File: config.mk
export PLATFORM = sky130hd
export DESIGN_NAME = mac_acc64
export DESIGN_NICKNAME = d
export VERILOG_FILES = /design/src/rtl/mac_acc64.sv
export SDC_FILE = /design/constraint.sdc
export NUM_CORES = 1
export LEC_CHECK = 0
export ABC_AREA = 1
export CAP_MARGIN = 10
export CORE_MARGIN = 5
export CORE_UTILIZATION = 40
export DETAILED_ROUTE_END_ITERATION = 10
export MAX_ROUTING_LAYER = met4
export PLACE_DENSITY = 0.7
export SETUP_SLACK_MARGIN = 0.1
export SYNTH_ARGS = -nofsm -noshare
export SYNTH_HDL_FRONTEND = slang
export SYNTH_SLANG_ARGS = --single-unit
File: constraint.sdc
create_clock -name i_clk -period 2.4 [get_ports i_clk]
set_input_delay 0.24 -clock i_clk [delete_from_list [all_inputs] [get_ports i_clk]]
set_output_delay 0.24 -clock i_clk [all_outputs]
set_load 0.03 [all_outputs]
File: src/rtl/mac_acc64.sv
// Streaming 32x32 multiply-accumulate front end with 64-bit group accumulator.
// The multiplier is external; a tag pipe tracks which returning products belong to a group.
module mac_acc64 #(
  parameter int unsigned MULT_LAT = 2
) (
  input  logic        i_clk,
  input  logic        i_rstn,
  input  logic        i_valid,
  output logic        o_ready,
  input  logic        i_multa_ns,
  input  logic        i_multb_ns,
  input  logic [31:0] i_multa,
  input  logic [31:0] i_multb,
  input  logic        i_last,
  output logic        o_multa_ns,
  output logic        o_multb_ns,
  output logic [31:0] o_multa,
  output logic [31:0] o_multb,
  input  logic [63:0] i_product,
  output logic        o_res_valid,
  input  logic        i_res_ready,
  output logic [63:0] o_res,
  output logic        o_ovf
);

  typedef enum logic [1:0] {StAcc, StDrain, StHold} state_e;

  typedef struct packed {
    logic vld;
    logic last;
    logic sgn;
  } tag_t;

  state_e      state_q;
  logic        ready_q, res_valid_q;
  tag_t        tag_q [MULT_LAT];
  tag_t        tag_in, tag_out;
  logic [63:0] acc_q, acc_d;
  logic        ovf_q, ovf_d;
  logic        first_q, first_d;
  logic        accept;
  logic [64:0] sum;
  logic        carry, sovf;

  assign o_multa_ns = i_multa_ns;
  assign o_multb_ns = i_multb_ns;
  assign o_multa    = i_multa;
  assign o_multb    = i_multb;

  assign accept  = i_valid & ready_q;
  assign tag_in  = '{vld: accept, last: i_last & accept, sgn: i_multa_ns | i_multb_ns};
  assign tag_out = tag_q[MULT_LAT-1];

  always_ff @(posedge i_clk or negedge i_rstn) begin
    if (!i_rstn) begin
      for (int i = 0; i < int'(MULT_LAT); i++) tag_q[i] <= '0;
    end else begin
      tag_q[0] <= tag_in;
      for (int i = 1; i < int'(MULT_LAT); i++) tag_q[i] <= tag_q[i-1];
    end
  end

  assign sum   = {1'b0, acc_q} + {1'b0, i_product};
  assign carry = sum[64];
  // Signed overflow: operands share a sign that the result does not.
  assign sovf  = (acc_q[63] == i_product[63]) && (sum[63] != acc_q[63]);

  always_comb begin
    acc_d   = acc_q;
    ovf_d   = ovf_q;
    first_d = first_q;
    if (state_q == StHold && i_res_ready) begin
      acc_d   = '0;
      ovf_d   = 1'b0;
      first_d = 1'b1;
    end else if (tag_out.vld) begin
      if (first_q) begin
        acc_d   = i_product;
        first_d = 1'b0;
      end else begin
        acc_d = sum[63:0];
        ovf_d = ovf_q | (tag_out.sgn ? sovf : carry);
      end
    end
  end

  always_ff @(posedge i_clk or negedge i_rstn) begin
    if (!i_rstn) begin
      acc_q   <= '0;
      ovf_q   <= 1'b0;
      first_q <= 1'b1;
    end else begin
      acc_q   <= acc_d;
      ovf_q   <= ovf_d;
      first_q <= first_d;
    end
  end

  always_ff @(posedge i_clk or negedge i_rstn) begin
    if (!i_rstn) begin
      state_q     <= StAcc;
      ready_q     <= 1'b1;
      res_valid_q <= 1'b0;
    end else begin
      unique case (state_q)
        StAcc: begin
          if (accept && i_last) begin
            state_q <= StDrain;
            ready_q <= 1'b0;
          end
        end
        StDrain: begin
          if (tag_out.vld && tag_out.last) begin
            state_q     <= StHold;
            res_valid_q <= 1'b1;
          end
        end
        StHold: begin
          if (i_res_ready) begin
            state_q     <= StAcc;
            ready_q     <= 1'b1;
            res_valid_q <= 1'b0;
          end
        end
        default: begin
          state_q     <= StAcc;
          ready_q     <= 1'b1;
          res_valid_q <= 1'b0;
        end
      endcase
    end
  end

  assign o_ready     = ready_q;
  assign o_res_valid = res_valid_q;
  assign o_res       = acc_q;
  assign o_ovf       = ovf_q;

endmodule
# Word-level counts from Yosys, hierarchy flattened
# Cells that the tools add are included.
# Widths: inputs -> output; s select.
[totals]
wordCells = 56
output_inout_bits = 133
in_bits = 135
register_bits = 76
[op_classes]
reduce_logical = 10
n_mux = 19
eq_ne = 8
bitwise_logic = 6
n_addsub = 1
[op_table]
columns = ["operator", "n"]
rows = [
  ["$mux 64", 3],
  ["$add 64x64->65", 1],
  ["$mux 1", 10],
  ["$reduce_and 3->1", 3],
  ["$mux 2", 3],
  ["$ne 2x2->1 const B", 3],
  ["$pmux 1 s3", 2],
  ["$pmux 2 s3", 1],
  ["$logic_and 1x1->1", 4],
  ["$and 1x1->1", 2],
  ["$eq 2x1->1 const B", 1],
  ["$eq 2x2->1 const B", 1],
  ["$logic_not 2->1", 1],
  ["$ne 2x1->1 const B", 1],
  ["$not 1->1", 2],
  ["$or 1x1->1", 2],
  ["$reduce_and 2->1", 1],
  ["$reduce_bool 2->1", 1],
  ["$eq 1x1->1", 1],
  ["$ne 1x1->1", 1],
]

# Logic depth before layout (Yosys ltp)
# Gate-level depths: netlist of run 1.
[logic_depth]
ltp_word = 8
mapped_depth = 17
ltp_nobuf = 17

# Least setup slack after synthesis of run 1
# Ideal clock, no wire load.
[synth_path]
path_kind = "register to register"
start = "register acc_q[0] (netlist: o_res[0])"
end = "register acc_q[42] (netlist: o_res[42])"
setup_ns = 0.117
path_stages_with_launch = 17
setup_slack_ns = 0.074
arrival_time_ns = 2.209
required_ns = 2.283
synth_period_minus_slack_ns = 2.326
path_buffers = 0
path_cell_list = "dfrtp_1 > ha_1 > inv_1 > fa_1 > nand3b_1 > nand2_2 > nand2_1 > nand2_2 > nand2_1 > nand2_1 > nand3_1 > nand2_1 > nand2_1 > nand3_1 > nand3_1 > nand2_1 > nand2_1"
[synth_via]
elab_chain_cells = 4
[synth_rtl]
columns = ["item", "line_no", "text"]
rows = [
  ["start: declaration", "38", "logic [63:0] acc_q, acc_d;"],
  ["start signal: assignment", "89", "acc_q <= '0;"],
  ["start signal: assignment", "93", "acc_q <= acc_d;"],
  ["$add 64x64->65", "63", "assign sum = {1'b0, acc_q} + {1'b0, i_product};"],
  ["$mux 64", "77", "if (first_q) begin"],
  ["$mux 64", "76", "end else if (tag_out.vld) begin"],
  ["$mux 64", "72", "if (state_q == StHold && i_res_ready) begin"],
]
# No other way between the ends. The select of a mux whose other input is x is not followed.
# A chain may end at the register's enable or synchronous reset.

# Worst setup path after layout of run 1
[layout_path]
start = "register acc_q[0] (netlist: o_res[0])"
end = "register acc_q[26] (netlist: o_res[26])"
# Same word-level chain as after synthesis.

==> summary.txt, run 1 <==
Outcome
  • Outcome: completed

Routing
  • Routed wire length on met3: 2210 um
  • DRT Pass-1 Iters: 6
  • Post-DR vias/cell: about 5
  • DR DRC count: 0
  • Total Wirelength: 37700 um
  • Max layer used: met4
  • Metal1 wirelength: 17200 um
  • Routed wl met2: 16900 um
  • Average wire per standard cell: 17.3 um
  • DR vias: 11.2k
  • Starting DRT DRC Count: just under 1k
  • Antenna Violating Nets Remaining: 0

Power and ir drop
  • Power share of the clock group: around 8.2%
  • Leakage: 7.20 nW
  • VDD IR-drop max: 0.000687 V
  • Comb pwr share: 78.4%
  • Overall power: 0.0186 W
  • Internal: between 0.008 and 0.009 W
  • Sequential Power Share: 13.4%
  • Switch Pwr: 0.00960 W
  • Switch share: 51.7%
  • PwrDens: 1370 nW/um^2

Yosys
  • Synthesized instance count: 1614
  • Synth unique cells: 40
  • Synth Flop Type: dfrtp_1
  • EDFF count, synth: 0
  • Post-synthesis register bit count: between 70 and 80
  • Mapped Avg Cell Area: 5.74 sq um
  • Syn_nets: 1814
  • Mapped Area: around 9300 sq um
  • Yosys warning total: 0
  • Async set-or-reset flop fraction in the synthesized netlist: 100%
  • Sequential cell area fraction in the yosys report: 20.6%

Floorplan
  • Starting Density: 40.8%
  • Core area: between 20000 and 25000 sq um
  • Row cnt: 55
  • Die ar.: 26300 sq um
  • Die Y: 162 um
  • Chip width: 162 um
  • # IOs: 268

Worst hold path
  • Hold WC Path Type: primary input to register
  • Hold path cells: 3
  • Worst hold path endpoint: o_res[0]$_DFFE_PN0P_
  • Worst Hold Launch: i_product[0]

Timing
  • Slew Limit Fails: 0
  • Fin crit period: 2.25 ns
  • Final hold vios: 0
  • Max Freq: 0.445 GHz
  • Worst slew pin tran: between 0.6 and 0.7 ns
  • Hold WS: 0.319 ns
  • Relative slew slack: 56.7%
  • # setup viols final: 0
  • RSZ-0062 raised after global routing: true
  • Clock skew: 0.00964 ns
  • Fin crit share: 93.6%

Clock tree
  • Clock root buffer master: clkbuf_16
  • CTS Buf Count: 9
  • CTS tree: built
  • Longest Clk Path Bufs: 2
  • Htree depth: 3
  • Clock Latency Late Sink: between 0.3 and 0.4 ns
  • Clock Pin Slew Worst Setup and Hold Paths: 0.07 ns
  • Clock sinks: 76

Cells and area
  • Finished Cell Area: 13600 sq um
  • NumNets Final: 2091
  • Layout cells sized above 1: 25.6%
  • N_diodes: 0
  • Finished Core Util: between 50% and 60%
  • P&R area growth vs syn: 47.0%
  • Post-Layout Cell Count: 2181

Critical path
  • Buf/Inv on CP: 2
  • Max incr delay on CP: 0.40 ns
  • Most Frequent Cell on Critical Path: nand2_4
  • Critical path's top delay family: simple AND/OR/NAND/NOR gates
  • Reg2reg path depth: 16
  • Crit path arrival time: 2.54 ns
  • Reg2reg start: o_res[0]$_DFFE_PN0P_
  • CP required: roughly 2.7 ns
  • Worst R2R Setup Slack: 0.15 ns
  • Worst-path fanout max: 4
  • CP max-delay cell: dfrtp_2
  • Worst R2R End: o_res[26]$_DFFE_PN0P_
  • Crit. End Element: register
  • Crit-path cells: ha_4 -> inv_2 -> fa_2 -> nand3b_1 -> nand2_2 -> nand2_2 -> nand2_4 -> nand2_4 -> nand2_4 -> nand3_4 -> nand2_4 -> buf_4 -> nand2_1 -> nand3_2 -> o211ai_1 -> nand2_1
  • WS Path Type: register to register
  • Critical Path Start Type: register

Placement
  • Placed inst area: 12000 sq um
  • Cell total after placement: 2151
  • DPL Wire Length: 29400 um
  • PortBufs: ~140
  • Gp weighted congestion: slightly above 1

GRT
  • First-pass GRT wire length: 56200 um
  • Largest net degree at the start of global routing: 42
  • Antenna violations before repair: 0
  • Gr usage total: 27.9%
  • Grt ovf: 0
  • Vias in the first global route: 10.6k

Run
  • Max_cap viols: 0
## power groups by stage
stage,registers (W),clock network (W),logic [W]
2_1_floorplan,0.00331,0,0.00626
3_3_place_gp,0.00236,0,0.0126
3_5_place_dp,0.00236,0,0.0127
4_1_cts,0.00236,0.00153,0.0129
5_1_grt,0.00255,0.00158,0.0158
6_report,0.00248,0.00152,0.0146
## layer usage
layer  up-vias  track usage, %
li1       5523               -
met1      5230            37.5
met2       401            43.5
met3        76            3.25
met4         0            10.3
met5         -               -
## worst max path at each step
| stage | from | endpoint | slack (ns) | cells past startpoint |
|---|---|---|---|---|
| 6_report | o_res[0]$_DFFE_PN0P_ | o_res[26]$_DFFE_PN0P_ | 0.15 | 16 |
| 5_1_grt | o_res[0]$_DFFE_PN0P_ | o_res[10]$_DFFE_PN0P_ | 0.04 | 14 |
| 4_1_cts | o_res[29]$_DFFE_PN0P_ | o_res[55]$_DFFE_PN0P_ | 0.10 | 14 |
| 3_5_place_dp | i_product[0] | o_res[50]$_DFFE_PN0P_ | -0.36 | 17 |
| 3_3_place_gp | i_product[0] | o_res[34]$_DFFE_PN0P_ | -0.31 | 17 |
| 2_1_floorplan | o_res[0]$_DFFE_PN0P_ | o_res[42]$_DFFE_PN0P_ | 0.17 | 16 |
## cells by family (layout without fill, tap and decap cells)
group	count (synthesis)	in the layout	share of synthesized area, %
AND/OR/NAND/NOR	918	918	40.5
buffers and inverters	336	618	16.3
AO/OA/AOI/OAI	195	195	11.4
flip-flops	76	76	20.6
adder cells (fa/ha/maj)	65	65	8.87
XOR/XNOR	23	23	2.18
multiplexers	1	1	0.108
## worst register-to-register path, stage by stage (launching register included)
cell and delay [ns]:
dfrtp_2 0.40, ha_4 0.15, inv_2 0.04, fa_2 0.38, nand3b_1 0.18, nand2_2 0.11, nand2_2 0.08, nand2_4 0.09
nand2_4 0.06, nand2_4 0.10, nand3_4 0.09, nand2_4 0.09, buf_4 0.10, nand2_1 0.05, nand3_2 0.07, o211ai_1 0.11
nand2_1 0.09
## cells in the final DEF, fill, tap and decap left out, types with 2 or more instances in the layout
cell / count
clkdlybuf4s50_1: 133
nand3b_1: 3
a21oi_2: 33
buf_6: 3
nand4_1: 12
nor3_2: 4
a21oi_1: 42
nor2_4: 8
nor2_2: 41
inv_2: 12
dfrtp_2: 3
nor2_1: 167
dlymetal6s2s_1: 5
buf_12: 6
o21bai_2: 2
xor2_1: 21
nand2_1: 509
dfstp_2: 2
inv_1: 231
nand3_2: 17
nand2_4: 11
xnor2_1: 2
nand2_2: 60
nand3_1: 73
nor3_1: 4
o21bai_1: 15
o21ai_0: 59
ha_2: 2
dfrtp_1: 71
o211ai_1: 8
inv_6: 4
o21ai_1: 22
ha_4: 38
nor3_4: 2
clkbuf_16: 9
buf_4: 210
a21oi_4: 8
ha_1: 24
## area by class of cell
cell class	instances	area (sq um)
clock buffer	9	225
sequential	76	1910
multi-input combinational	1202	6990
fill	2184	9100
timing repair buffer	358	3130
inverter	244	916
tap	285	357
clock inverter	7	78.8
## timing repair
action / in CTS / in global routing
hold endpoints to repair: 36 / 0
hold buffers: 1 / 0
endpoints found under the setup margin: 18 / 49
resized for setup: 18 / 237
setup buffers: 0 / 13
pin swaps: 0 / 29
## stage by stage
stage               TNS (ns)  setup WS, ns
CTS                        0         0.101
floorplan                  0         0.171
detailed placement    -10.51        -0.360
finish                     0         0.154
global placement       -8.74        -0.309
global route               0        0.0419
## synthesized netlist by cell type, types with 12 or more instances
master      n  area, sq um
nand2_1   566         2120
inv_1     233          875
o21ai_1    13         65.1
ha_1       64          801
nand3_1    89          445
o21bai_1   18          135
a21oi_1    82          410
nor2_1    199          747
buf_4      66          495
nor2_2     14         87.6
nand4_1    12         75.1
o21ai_0    69          345
clkbuf_1   21         78.8
dfrtp_1    74         1850
xor2_1     21          184
nand2_2    14         87.6
## state kept, by name, indices dropped and copies added (netlist names)
signal	cells
tag_out	3
first_q	1
o_res	64
state_q	2
tag_q	3
o_ready	1
o_ovf	1
o_res_valid	1
(Power assumes the default switching activity.)
==> run 2: changes to the inputs <==
- CORE_MARGIN: 5 -> unset
- SLEW_MARGIN: unset -> 20
==> run 2 against run 1 <==
  * Total power down 1.9%
  * Maximum frequency is 0.35% higher
  * Setup slack better by 0.0079 ns
  * Wire length is 1.7% lower
  * Via count is 1.9% lower
  * Die area decreased by 9.6%
  * Hold slack better by 0.0071 ns
  * Combinational power shrank 3%
  * Sequential share of layout area up 0.33 points
  * Count of clock-buffer cells in the layout did not move
  * Sequential cell count unchanged
  * Global-route usage increased by 3.3 points
==> summary.txt, run 2 (synthesis results as in run 1) <==
Power and ir drop
  • Leakage: 6.98 nW
  • PwrDens: 1370 nW/um^2
  • VDD IR-drop max: 0.000743 V
  • Overall power: approximately 0.018 W

Timing
  • Fin crit period: 2.24 ns
  • Max Freq: approximately 0.45 GHz
  • Fin crit share: 93.2%
  • PnR worst setup slack: roughly 0.16 ns
  • Clock skew: 0.0160 ns
  • Slew Limit Fails: 0
  • Hold WS: around 0.33 ns
  • Relative slew slack: 59.2%
  • Worst slew pin tran: 0.612 ns
  • # setup viols final: 0
  • RSZ-0062 raised after global routing: true
  • Final hold vios: 0

Critical path
  • Crit. End Element: register
  • Critical path's top delay family: simple AND/OR/NAND/NOR gates
  • Crit-path cells: ha_4 -> inv_2 -> fa_2 -> nand3b_1 -> nand2_2 -> nand2_2 -> nand2_4 -> nand2_2 -> nand2_2 -> nand2_1 -> nand2_2 -> xor2_1 -> nor2_1 -> o21ai_1
  • Buf/Inv on CP: 1
  • Critical Path Source: o_res[0]$_DFFE_PN0P_
  • Most Frequent Cell on Critical Path: nand2_2
  • Worst-path fanout max: 4
  • CP max-delay cell: dfrtp_2
  • Crit path arrival time: about 2.5 ns
  • Critical Path Start Type: register
  • WS Path Type: register to register
  • CP required: 2.68 ns
  • Worst R2R Setup Slack: 0.16 ns
  • Worst R2R End: o_res[18]$_DFFE_PN0P_
  • Reg2reg start: o_res[0]$_DFFE_PN0P_
  • Reg2reg path depth: 14
  • Max incr delay on CP: just under 0.4 ns

Worst hold path
  • Worst Hold Launch: i_product[0]
  • Hold path cells: 3
  • Hold WC Path Type: primary input to register
  • Worst hold path endpoint: o_res[0]$_DFFE_PN0P_

Floorplan
  • Row cnt: 55
  • Die ar.: around 24000 sq um
  • Die Y: 154 um
  • Starting Density: 40.9%
  • Core area: 22600 sq um
  • # IOs: 268
  • Chip width: 154 um

GRT
  • Antenna violations before repair: 0
  • First-pass GRT wire length: around 55000 um
  • Vias in the first global route: roughly 10k
  • Grt ovf: 0
  • Gr usage total: 31.2%
  • Largest net degree at the start of global routing: 105

Placement
  • Place WS: -0.350 ns
  • Gp weighted congestion: between 0.9 and 1
  • PortBufs: 139
  • DPL Wire Length: 28900 um
  • Placed inst area: ~12000 sq um

Cells and area
  • N_diodes: 0
  • Commonest non-fill, non-tap cell in the layout: nand2_1
  • NumNets Final: between 2k and 2.5k
  • Finished Cell Area: 13300 sq um
  • Layout cells sized above 1: 24.6%
  • P&R area growth vs syn: 43.7%
  • Most frequent cells in the layout: 514 x nand2_1, 231 x inv_1, 206 x buf_4, 166 x nor2_1, 136 x clkdlybuf4s50_1
  • Largest register FFs: between 60 and 70

Clock tree
  • Clock root buffer master: clkbuf_16
  • Clock Pin Slew Worst Setup and Hold Paths: 0.08 ns
  • Clock sinks: 76
  • Htree depth: 3
  • Longest Clk Path Bufs: 2
  • Clock Latency Late Sink: ~0.36 ns
  • CTS Buf Count: 9
  • CTS tree: built

Routing
  • Total Wirelength: about 37000 um
  • DR vias: 11.0k
  • Average wire per standard cell: 17.1 um
  • Starting DRT DRC Count: 836
  • Post-DR vias/cell: just over 5
  • Antenna Violating Nets Remaining: 0
  • DR DRC count: 0
  • DRT Pass-1 Iters: 5

Run
  • Max_cap viols: 0

Outcome
  • Outcome: completed
run 2: cell types whose count changed in the layout (fill, tap and decap cells not counted), sizes merged:
cell	delta
dlymetal6s2s	-3
clkdlybuf4s50	+3
clkinv	-2
inv	+1
clkinvlp	+1
buf	-12
run 2: worst reg2reg max path, stage by stage, from the launching register on:
cell      delay, ns
dfrtp_2        0.39
ha_4           0.14
inv_2          0.04
fa_2           0.35
nand3b_1       0.19
nand2_2        0.14
nand2_2        0.08
nand2_4        0.10
nand2_2        0.05
nand2_2        0.08
nand2_1        0.07
nand2_2        0.10
xor2_1         0.21
nor2_1         0.08
o21ai_1        0.16
run 2: metal layers:
layer	up-vias	track usage [%]	routed length [um]
li1	5489	-	-
met1	5104	41.8	17000
met2	369	47.9	16700
met3	56	3.80	2360
met4	0	12.0	1040
met5	-	-	0
run 2: repair_timing:
action	4_1_cts	5_1_grt
gates cloned	0	0
setup buffers	1	7
pin swaps	1	30
endpoints found under the hold margin	31	0
hold buffers	1	0
gates resized for setup	12	215
endpoints found under the setup margin	22	49
run 2: final cells by class:
class | count | area [sq um]
Multi-Input combinational cell | 1202 | 6840
Clock inverter | 7 | 88.8
Sequential cell | 76 | 1910
Clock buffer | 9 | 225
Fill cell | 2215 | 9340
Tap cell | 285 | 357
Timing Repair Buffer | 346 | 2960
Inverter | 244 | 916
run 2: worst max path at each step:
stage	to	depth (start not counted)
after CTS	o_res[49]$_DFFE_PN0P_	15
after global placement	o_res[61]$_DFFE_PN0P_	14
after detailed placement	o_res[30]$_DFFE_PN0P_	16
after floorplan	o_res[42]$_DFFE_PN0P_	16
final	o_res[18]$_DFFE_PN0P_	14
after global routing	o_res[52]$_DFFE_PN0P_	14
run 2: through the flow:
| step | utilization, % | TNS, ns | cells |
|---|---|---|---|
| 2_1_floorplan | - | 0 | 1614 |
| 3_3_place_gp | 52.6 | -9.26 | 2144 |
| 3_5_place_dp | 52.6 | -11.41 | 2144 |
| 4_1_cts | 54.3 | 0 | 2162 |
| 5_1_grt | 58.8 | 0 | 2169 |
| 6_report | 58.8 | 0 | 2169 |
run 2: power by group:
part	total [W]	internal [W]	switching, W
clock	0.00155	0.000839	0.000714
sequential	0.00248	0.00186	0.000621
combinational	0.0142	0.00603	0.00816
==> run 3: changes to the inputs <==
- SKIP_CTS_REPAIR_TIMING: unset -> 1
==> run 3 against run 2 <==
  * Global-route usage down 0.094 points
  * Register-to-register slack worse by 0.03 ns
  * Final cell count about the same
  * Setup slack worse by 0.035 ns
  * Critical path depth up 1
  * Cell area down 0.42%
  * Combinational power about the same
  * Largest cell class unchanged
==> summary.txt, run 3 (synthesis results as in run 1) <==
Outcome
  • Outcome: completed

Power and ir drop
  • PwrDens: 1360 nW/um^2
  • Leakage: 7.00 nW
  • VDD IR-drop max: 0.000742 V

Clock tree
  • Clock root buffer master: clkbuf_16
  • Clock Pin Slew Worst Setup and Hold Paths: around 0.07 ns
  • Clock sinks: 76
  • Htree depth: 3
  • Longest Clk Path Bufs: 2
  • Clock Latency Late Sink: 0.36 ns
  • CTS tree: built
  • CTS Buf Count: 9

GRT
  • First-pass GRT wire length: 55300 um
  • Gr usage total: 31.1%
  • Grt ovf: 0
  • Vias in the first global route: 10.3k
  • Antenna violations before repair: 0
  • Largest net degree at the start of global routing: ~110

Floorplan
  • Die Y: 154 um
  • Die ar.: 23800 sq um
  • Row cnt: 55
  • Core area: about 23000 sq um
  • # IOs: 268
  • Starting Density: 40.9%
  • Chip width: 154 um

Critical path
  • Worst R2R Setup Slack: 0.13 ns
  • WS Path Type: register to register
  • Reg2reg start: o_res[0]$_DFFE_PN0P_
  • Worst R2R End: o_res[30]$_DFFE_PN0P_
  • Critical Path Start Type: register
  • Crit path arrival time: approximately 2.5 ns
  • CP required: approximately 2.7 ns
  • Worst-path fanout max: 4
  • Crit. End Element: register
  • Reg2reg path depth: 15

Routing
  • Average wire per standard cell: 17.0 um
  • Starting DRT DRC Count: 817
  • DR vias: between 10k and 15k
  • Antenna Violating Nets Remaining: 0
  • DRT Pass-1 Iters: 5
  • DR DRC count: 0
  • Post-DR vias/cell: 5.09
  • Total Wirelength: 36900 um

Timing
  • # setup viols final: 0
  • Hold WS: 0.316 ns
  • Max Freq: 0.440 GHz
  • Fin crit period: 2.27 ns
  • Worst slew pin tran: 0.619 ns
  • RSZ-0062 raised after global routing: true
  • Clock skew: between 0.01 and 0.015 ns
  • Relative slew slack: 58.7%
  • Slew Limit Fails: 0
  • Final hold vios: 0
  • Setup_tns: 0 ns
  • Fin crit share: 94.7%

Cells and area
  • Most frequent cells in the layout: 511 x nand2_1, 231 x inv_1, 205 x buf_4, 170 x nor2_1, 136 x clkdlybuf4s50_1
  • Layout cells sized above 1: 24.6%
  • NumNets Final: 2080
  • N_diodes: 0
  • Commonest non-fill, non-tap cell in the layout: nand2_1
  • Largest register FFs: 64
  • P&R area growth vs syn: 43.1%

Placement
  • DPL Wire Length: 28900 um
  • Gp weighted congestion: 0.978
  • PortBufs: 139

Worst hold path
  • Hold path cells: 3
  • Worst hold path endpoint: o_res[0]$_DFFE_PN0P_
  • Worst Hold Launch: i_product[0]
  • Hold WC Path Type: primary input to register

Run
  • Max_cap viols: 0
## run 3: cell types whose count changed in the layout (fill, tap and decap cells not counted), sizes merged
cell,delta
buf,+1
## run 3: worst max-delay path: stages, from the launching register on
cell,delay (ns)
dfrtp_2,0.40
ha_4,0.14
inv_2,0.04
fa_2,0.40
nand3b_1,0.19
nand2_2,0.12
nand2_2,0.08
nand2_4,0.10
nand3_2,0.08
nand2_2,0.08
nand2_2,0.07
buf_6,0.12
nand3_2,0.05
nand3_2,0.10
o211ai_1,0.12
nand2_1,0.07
## run 3: power breakdown
| part | total [W] | internal [W] | switching [W] |
|---|---|---|---|
| logic | 0.0141 | 0.00595 | 0.00811 |
| clock network | 0.00156 | 0.000839 | 0.000719 |
| registers | 0.00246 | 0.00186 | 0.000607 |
| total | 0.0181 | 0.00865 | 0.00943 |
## run 3: per-stage QoR
step                utilization (%)  total power, W  worst slack, ns  cell area, sq um  cells
finish                         58.5          0.0181            0.127             13200   2170
global route                   58.5          0.0194          -0.0113             13200   2170
CTS                            54.0          0.0166         -0.00395             12200   2160
detailed placement             52.6          0.0149           -0.350             11900   2144
global placement               52.6          0.0148           -0.322             11900   2144
floorplan                         -         0.00957            0.171              9260   1614
## run 3: cell type report
cell class / count / area [sq um]
clock buffer: 9 / 225
clock inverter: 7 / 88.8
fill: 2206 / 9390
inverter: 244 / 916
multi-input combinational: 1202 / 6770
sequential: 76 / 1910
tap: 285 / 357
timing repair buffer: 347 / 2980
## run 3: per-layer routing
| layer | vias up | GRT usage [%] | share of wire, % |
|---|---|---|---|
| met5 | - | - | 0 |
| met4 | 0 | 12.0 | 3.2 |
| met3 | 60 | 3.80 | 7.3 |
| met2 | 421 | 47.6 | 45 |
| met1 | 5094 | 41.7 | 45 |
| li1 | 5481 | - | - |
## run 3: worst max-delay path by stage
stage | startpoint | end | slack, ns
global placement | i_product[24] | o_res[61]$_DFFE_PN0P_ | -0.32
finish | o_res[0]$_DFFE_PN0P_ | o_res[30]$_DFFE_PN0P_ | 0.13
floorplan | o_res[0]$_DFFE_PN0P_ | o_res[42]$_DFFE_PN0P_ | 0.17
detailed placement | i_product[0] | o_res[30]$_DFFE_PN0P_ | -0.35
CTS | o_res[6]$_DFFE_PN0P_ | o_res[51]$_DFFE_PN0P_ | -0.004
global route | o_res[0]$_DFFE_PN0P_ | o_res[52]$_DFFE_PN0P_ | -0.01
==> RTL change (config.mk and constraints of run 2) <==
The 3 states of `state_e` get a one-hot encoding in 3 bits.
--- a/src/rtl/mac_acc64.sv
+++ b/src/rtl/mac_acc64.sv
@@ -24,5 +24,5 @@
 );
 
-  typedef enum logic [1:0] {StAcc, StDrain, StHold} state_e;
+  typedef enum logic [2:0] {StAcc = 3'b001, StDrain = 3'b010, StHold = 3'b100} state_e;
 
   typedef struct packed {
Behaviour: same outputs for any inputs over 4 cycles, from zero or initial values and one cycle with i_rstn low; so few cycles prove little.
==> RTL change against run 2 <==
Combinational power up 5%; sequential share of layout area about the same; routed wire length is 1.9% lower; worst setup slack improved by 0.011 ns; area after synthesis increased by 1.8%; sequential cell count is 1 higher; design area increased by 1.3%; total power rose by 4.1%; die area grew 1.8%; critical path type unchanged; critical endpoint is now o_res[26]$_DFFE_PN0P_; largest cell class unchanged.
==> RTL change: results (changes against run 2) <==
stage;metric;value;unit;change
critical_path;WP data arrival;2.49;ns;was 2.52 ns
place;DP HPWL;28.7;mm;was 28.9 mm
critical_path;Critical R2R Capture;o_res[26]$_DFFE_PN0P_;;was o_res[18]$_DFFE_PN0P_
place;final RePlAce weighted congestion;0.995;;was 0.978
layout;Non-Filler Instances;2221;;was 2169
pwr;Worst VDD drop;770;uV;was 743 uV
synth;largest cells by area after synthesis;nand2_1, dfrtp_1, inv_1;;unchanged
sta;Worst-Margin Slew;0.681;ns;was 0.612 ns
sta;final hold slack;0.312;ns;was 0.326 ns
detailed_routing;Detailed Route WL;36.4;mm;was 37.1 mm
layout;fillers;2293;;was 2215
detailed_routing;First DRT Iteration DRCs;727;;was 836
critical_path;Largest stage delay, worst path;0.42;ns;was 0.39 ns
grt;first-pass GRT wire length;55.7;mm;was 55.5 mm
critical_path;Worst path slowest cell;dfrtp_1;;was dfrtp_2
detailed_routing;Via density;4.99;;was 5.08
place;pre-CTS setup slack;-0.333;ns;was -0.350 ns
layout;final net count;2103;;was 2079
synth;syn_nets;1825;;was 1814
layout;layout cells sized above 1;24.6;%;about the same
critical_path;RR Startpoint;o_res[18]$_DFFE_PN0P_;;was o_res[0]$_DFFE_PN0P_
pwr;Leak Pwr;7.10;nW;was 6.98 nW
critical_path;Max Fanout on Critical Path;3;;was 4
pwr;switching share of power;52.6;%;was 52.1%
synth;Seq/Total Area, Yosys;20.5;%;was 20.6%
synth;Syn Area/Cell;5.80;sq um;was 5.74 sq um
sta;Fin Clk Skew;0.0103;ns;was 0.0160 ns
status;outcome;complete, no violations;;unchanged
-- RTL change: cells by family after synthesis --
| family | Yosys count | share of synthesized area, % |
|---|---|---|
| xor+xnor | 24 | 2.23 |
| mux | 2 | 0.212 |
| compound gates | 195 | 11.2 |
| fa+ha+maj | 65 | 8.71 |
| buf+inv | 337 | 16.1 |
| simple gates | 925 | 41.0 |
| flops | 77 | 20.5 |
-- RTL change: worst max path at each step --
stage / start / to / slack, ns / depth (start not counted)
after CTS: o_res[0]$_DFFE_PN0P_ / o_res[62]$_DFFE_PN0P_ / 0.10 / 16
after floorplan: o_res[0]$_DFFE_PN0P_ / o_res[62]$_DFFE_PN0P_ / 0.17 / 16
after global placement: i_product[0] / o_res[30]$_DFFE_PN0P_ / -0.29 / 15
final: o_res[18]$_DFFE_PN0P_ / o_res[26]$_DFFE_PN0P_ / 0.17 / 14
after detailed placement: i_product[0] / o_res[62]$_DFFE_PN0P_ / -0.33 / 17
after global routing: o_res[52]$_DFFE_PN0P_ / o_res[56]$_DFFE_PN0P_ / 0.03 / 13
-- RTL change: final cells by class --
cell class	count	share of cell area [%]
Clock buffer	9	1.67
Clock inverter	7	0.538
Inverter	245	6.82
Multi-Input combinational cell	1211	50.8
Sequential cell	77	14.3
Tap cell	313	2.91
Timing Repair Buffer	359	23.0
-- RTL change: worst min-delay path, cell delays in order --
cell and delay [ns]:
dlymetal6s2s_1 0.16, mux2i_1 0.13, o21ai_0 0.10
-- RTL change: repair_timing --
action / in CTS / in global routing
pin swaps: 0 / 32
setup endpoints to repair: 9 / 46
endpoints found under the hold margin: 39 / 0
setup buffers: 0 / 8
resized for setup: 6 / 185
hold buffers: 1 / 0
-- RTL change: stage by stage --
step | instance area (sq um) | power [W] | util, %
final | 13500 | 0.0190 | 59.0
after floorplan | 9420 | 0.0102 | -
after CTS | 12600 | 0.0176 | 55.0
after global placement | 12200 | 0.0158 | 53.6
after detailed placement | 12200 | 0.0159 | 53.6
after global routing | 13500 | 0.0204 | 59.0
-- RTL change: power by group through the flow --
stage	registers, W	clock network (W)	logic (W)
floorplan	0.00340	0	0.00682
global route	0.00260	0.00158	0.0163
finish	0.00253	0.00151	0.0149
global placement	0.00242	0	0.0134
detailed placement	0.00244	0	0.0135
CTS	0.00242	0.00153	0.0136
-- RTL change: per-layer routing --
| metal | routed length [um] | track usage, % | vias up |
|---|---|---|---|
| met5 | 0 | - | - |
| met4 | 896 | 9.71 | 0 |
| met3 | 2270 | 4.43 | 62 |
| met2 | 16400 | 48.4 | 333 |
| met1 | 16800 | 40.7 | 5131 |
| li1 | - | - | 5558 |
